<file path="config.mk">
export PLATFORM = sky130hd
export DESIGN_NAME = cache_mem_arbiter
export DESIGN_NICKNAME = d
export VERILOG_FILES = /design/src/rtl/cache_mem_arbiter.sv
export SDC_FILE = /design/constraint.sdc
export NUM_CORES = 2
export LEC_CHECK = 0
export BUFFER_PORTS_ARGS = -buffer_cell sky130_fd_sc_hd__buf_2
export CAP_MARGIN = 5
export CELL_PAD_IN_SITES_DETAIL_PLACEMENT = 0
export CELL_PAD_IN_SITES_GLOBAL_PLACEMENT = 1
export CORE_ASPECT_RATIO = 2
export CORE_MARGIN = 10
export CORE_UTILIZATION = 30
export DETAILED_ROUTE_END_ITERATION = 6
export PLACE_DENSITY_LB_ADDON = 0.08
export SLEW_MARGIN = 10
export SYNTH_ARGS = -nofsm -noshare
export SYNTH_HDL_FRONTEND = slang
export SYNTH_SLANG_ARGS = --single-unit
</file>
<file path="constraint.sdc">
create_clock -name clk -period 2.9 [get_ports clk]
set_input_delay 0.29 -clock clk [delete_from_list [all_inputs] [get_ports clk]]
set_output_delay 0.29 -clock clk [all_outputs]
set_load 0.02 [all_outputs]
</file>
<file path="src/rtl/cache_mem_arbiter.sv">
// Cacheline arbiter between the I-cache and D-cache and a single beat-wide
// physical memory port. Grants one requester at a time, alternating under
// contention, and splits or assembles each line as a burst of BEATS beats.
module cache_mem_arbiter #(
  parameter int LINE_W = 256,
  parameter int BEAT_W = 64,
  parameter int BEATS  = LINE_W / BEAT_W,
  parameter int ADDR_W = 32
) (
  input  logic              clk,
  input  logic              rst,
  input  logic              i_read,
  input  logic [ADDR_W-1:0] i_address,
  output logic [LINE_W-1:0] i_rdata,
  output logic              i_resp,
  input  logic              d_read,
  input  logic              d_write,
  input  logic [ADDR_W-1:0] d_address,
  input  logic [LINE_W-1:0] d_wdata,
  output logic [LINE_W-1:0] d_rdata,
  output logic              d_resp,
  output logic              pmem_read,
  output logic              pmem_write,
  output logic [ADDR_W-1:0] pmem_address,
  output logic [BEAT_W-1:0] pmem_wdata,
  input  logic [BEAT_W-1:0] pmem_rdata,
  input  logic              pmem_resp
);

  localparam int CNT_W = $clog2(BEATS);
  localparam int OFF_W = $clog2(LINE_W / 8);
  localparam logic [CNT_W-1:0] LAST_BEAT = CNT_W'(BEATS - 1);

  typedef enum logic [1:0] {IDLE, RD_BURST, WR_BURST, DONE} state_e;
  typedef logic [BEATS-1:0][BEAT_W-1:0] line_t;

  state_e            state_q, state_d;
  logic [CNT_W-1:0]  beat_q, beat_d;
  logic              side_q, side_d;          // 1 = D-cache owns the burst
  logic              lastGrant_q, lastGrant_d; // 1 = D-cache was granted last
  logic [ADDR_W-1:0] addr_q, addr_d;
  line_t             wLine_q, wLine_d;
  line_t             rBuf_q, rBuf_d;
  line_t             iRdata_q, iRdata_d;
  line_t             dRdata_q, dRdata_d;
  logic              pmemRead_q, pmemRead_d;
  logic              pmemWrite_q, pmemWrite_d;

  logic              iReq;
  logic              dReq;
  logic              grantD;
  logic [ADDR_W-1:0] reqAddr;
  logic [ADDR_W-1:0] alignedAddr;

  // Under contention the side that did not win last time gets the port.
  assign iReq        = i_read;
  assign dReq        = d_read | d_write;
  assign grantD      = dReq & (~iReq | ~lastGrant_q);
  assign reqAddr     = grantD ? d_address : i_address;
  assign alignedAddr = {reqAddr[ADDR_W-1:OFF_W], {OFF_W{1'b0}}};

  assign pmem_read    = pmemRead_q;
  assign pmem_write   = pmemWrite_q;
  assign pmem_address = addr_q;
  assign pmem_wdata   = wLine_q[beat_q];
  assign i_rdata      = iRdata_q;
  assign d_rdata      = dRdata_q;
  assign i_resp       = (state_q == DONE) & ~side_q;
  assign d_resp       = (state_q == DONE) & side_q;

  // State register; reset abandons any burst and clears all line storage.
  always_ff @(posedge clk or negedge rst) begin
    if (!rst) begin
      state_q     <= IDLE;
      beat_q      <= '0;
      side_q      <= 1'b0;
      lastGrant_q <= 1'b0;
      addr_q      <= '0;
      wLine_q     <= '0;
      rBuf_q      <= '0;
      iRdata_q    <= '0;
      dRdata_q    <= '0;
      pmemRead_q  <= 1'b0;
      pmemWrite_q <= 1'b0;
    end else begin
      state_q     <= state_d;
      beat_q      <= beat_d;
      side_q      <= side_d;
      lastGrant_q <= lastGrant_d;
      addr_q      <= addr_d;
      wLine_q     <= wLine_d;
      rBuf_q      <= rBuf_d;
      iRdata_q    <= iRdata_d;
      dRdata_q    <= dRdata_d;
      pmemRead_q  <= pmemRead_d;
      pmemWrite_q <= pmemWrite_d;
    end
  end

  // Next-state logic: grant in IDLE, count beats in the bursts, one-cycle DONE.
  always_comb begin
    state_d     = state_q;
    beat_d      = beat_q;
    side_d      = side_q;
    lastGrant_d = lastGrant_q;
    addr_d      = addr_q;
    wLine_d     = wLine_q;
    rBuf_d      = rBuf_q;
    iRdata_d    = iRdata_q;
    dRdata_d    = dRdata_q;
    pmemRead_d  = pmemRead_q;
    pmemWrite_d = pmemWrite_q;

    unique case (state_q)
      IDLE: begin
        if (iReq || dReq) begin
          side_d      = grantD;
          lastGrant_d = grantD;
          addr_d      = alignedAddr;
          beat_d      = '0;
          if (grantD && d_write) begin
            wLine_d     = d_wdata;
            pmemWrite_d = 1'b1;
            state_d     = WR_BURST;
          end else begin
            pmemRead_d = 1'b1;
            state_d    = RD_BURST;
          end
        end
      end
      RD_BURST: begin
        if (pmem_resp) begin
          rBuf_d[beat_q] = pmem_rdata;
          if (beat_q == LAST_BEAT) begin
            state_d    = DONE;
            pmemRead_d = 1'b0;
            beat_d     = '0;
            if (side_q) begin
              dRdata_d = rBuf_d;
            end else begin
              iRdata_d = rBuf_d;
            end
          end else begin
            beat_d = beat_q + CNT_W'(1);
          end
        end
      end
      WR_BURST: begin
        if (pmem_resp) begin
          if (beat_q == LAST_BEAT) begin
            state_d     = DONE;
            pmemWrite_d = 1'b0;
            beat_d      = '0;
          end else begin
            beat_d = beat_q + CNT_W'(1);
          end
        end
      end
      DONE: begin
        beat_d  = '0;
        state_d = IDLE;
      end
      default: begin
        state_d = IDLE;
      end
    endcase
  end

endmodule

</file>
==> impl_results.md <==
* Worst IR drop on VDD at about 0.00078 V
* Global-route wire length before repair at roughly 240000 µm
* Share of layout cells above drive strength 1 at 39.4%
* Largest net degree at the start of global routing at roughly 140
* Synth area leader: dfrtp_1
* Most frequent cells in the layout: 1056 x dfrtp_1, 985 x buf_2, 542 x nand2_1
* Combined area of the multi-input logic cells at 16200 µm²
* Max_cap viols at 0
* Cell area after layout at 58400 µm²
* Vias in the first global route at 33000
* Critical Path AT at about 2.4 ns
* Final-layout fill cell count at 14200
* LEAKAGE at 0.0289 µW
* RSZ-0062 raised after global routing: no
* Overall die width at between 200 and 300 µm
* Clk slew on worst S/H paths at 0.07 ns
* Drt drc at 0
* Initial antenna violation count at 22
* Finish-stage setup viols at 0
* Synthesized area at 43800 µm²
* Top Ports at 1002
* Outcome: finished, final reports clean
* Root buffer cell: clkbuf_16
* 1st-iter DRT viols at 1180
* Seq cells post-synth at between 1000 and 1500
* Drt wl/cell at 24.7 µm
* GRT Total Usage at between 10% and 20%
* H-tree Lvls at 3
* Register area at 26500 µm²
* Area of the core at roughly 150000 µm²
* Post-synth top area share at 60.4%
* Worst min-delay path category: in -> reg
* Clk buf depth at 3
* # port buffers at just under 1000
* Leading cell type in the layout, fill and taps excluded: dfrtp_1
* Sequential area share after synthesis at 60.4%
* Syn avg cell area at 13.4 µm²
* Cell Pwr Density at 990 nW/µm²
* Count of final hold-check violations at 0
* Final setup TNS at 0 ns
* Crit path time final at 2.69 ns
* Fin nets at ~5000
* Die H at 561 µm
* Post-synth EDFFs at 0
* Synth Instances at 3272
* Clock Sinks at 1058
* Final wirelength at between 150000 and 200000 µm
* Antenna viol nets, final at 0
* Detailed-router iteration count before antenna repair at 4
* Dpl hpwl at around 120000 µm
* GR Overflow Total at 0
* Synth Flop Type: dfrtp_1
* Row cnt at 198
* Critical path data required time at between 2 and 3 ns
* Clock Latency Late Sink at 0.70 ns
* TritonCTS Buffers at roughly 100
* Final worst-path cycle share at 92.7%
* Final max-slew violation count at 0
* Clock Skews at 0.0202 ns
* Routability cong. at about 0.78
* Area grow syn2layout at 33.3%
* Library cells used by synthesis at 36
* WS Path Type: reg -> out
* Slew @ Worst Pin at 0.891 ns
* Synth warn at 0
* Setup crit end kind: output pin
* Post-synthesis async set-or-reset flop share at 100%
* Post-DP Area at 51300 µm²
* DIE AREA at 163000 µm²
* CTS tree: yes
* FMAX at around 0.37 GHz
* Layout Cells excl Fill at between 6000 and 7000
* Initial Utilization at 30.2%
* DP Cell Count at ~6000
* Via count at 30200
* Synth area leaders: dfrtp_1 60%, mux2_4 8.2%, mux2_2 7.0%
* DR vias/cell at 4.57
* Crit Path Max Fanout at 39
* Worst relative slew slack at 40.6%
* Startpoint Class: flip-flop
[logic make-up (layout without fill, tap and decap cells)]
kind of cell	count (synthesis)	count (layout)	synth area share [%]
AOI/OAI and AO/OA	554	554	6.44
adders and majority gates	9	9	0.257
buffers and inverters	229	1644	3.01
DFF	1058	1058	60.4
muxes	859	859	25.0
other	1	19	0.00855
and+or+nand+nor	562	562	4.95
[registers in the layout, indices dropped and copies added, names as in the netlist]
signal / count
rBuf_q: 256
beat_q: 2
lastGrant_q: 1
wLine_q: 256
pmem_read: 1
d_rdata: 256
pmem_write: 1
i_rdata: 256
pmem_address: 27
state_q: 2
[worst paths after layout]
| check | cells past startpoint | end | slack, ns | start |
|---|---|---|---|---|
| max | 3 | pmem_wdata[32] | 0.21 | beat_q[0] |
| min | 2 | rBuf_q[52] | 0.03 | pmem_rdata[52] |
| max reg2reg | 7 | i_rdata[92] | 0.56 | state_q[1] |
| min reg2reg | 2 | d_rdata[89] | 0.47 | d_rdata[89] |
| max in group asynchronous | 3 | pmem_address[11] | 1.64 | rst |
| min in group asynchronous | 2 | d_rdata[153] | 0.14 | rst |
[final cells by class]
type / count / share of cell area [%]
clock inverter: 33 / 0.677
clock buffer: 155 / 5.25
multi-input combinational: 1989 / 27.7
antenna: 14 / 0.0600
sequential: 1058 / 45.3
timing repair buffer: 1450 / 16.9
inverter: 6 / 0.0385
tap: 1900 / 4.07
[worst max-delay path, cell delays in order, from the launching register on]
cell and delay [ns]:
dfrtp_4 0.49, buf_16 0.30, mux4_2 0.63, buf_2 0.20
[repair_timing]
item	CTS	global route
endpoints found under the hold margin	513	0
hold buffers	359	0
resized for setup	2	0
endpoints found under the setup margin	52	0
buffers inserted	2	0
[cell usage after synthesis (all sizes together), types with 2 or more instances]
cell type and n:
mux2i 283, ha 9, nand3 5, and2 2, a31oi 2, a21boi 2, o21ai 542, nand2 543
mux4 64, mux2 512, nor3 2, dfrtp 1058, nor2b 5, buf 135, clkbuf 88, inv 6
[where the power goes]
group | leakage, µW | switching [µW] | total [µW] | internal, µW
combinational | 0.0134 | 11400 | 21000 | 9620
sequential | 0.0138 | 2950 | 22700 | 19800
clock | 0.00171 | 6120 | 14100 | 8000
[metal layers]
layer / GRT usage (%) / up-vias / part of all wire [%]
met5: 0 / - / 0.037
met1: 23.6 / 15000 / 41
li1: - / 14100 / -
met2: 33.5 / 934 / 49
met3: 7.15 / 148 / 8.6
met4: 3.96 / 10 / 1.7
[per-stage QoR]
stage	hold slack [ns]	total power (µW)	worst slack (ns)	utilization [%]
6_report	0.0330	57900	0.212	40.2
5_1_grt	0.0233	61200	0.0866	40.2
4_1_cts	0.00604	59100	0.0753	40.2
3_5_place_dp	0.304	44100	0.537	35.3
3_3_place_gp	0.305	43800	0.583	35.3
2_1_floorplan	-0.00559	35500	0.644	-
Note: power is estimated with default switching activity, not from simulation.
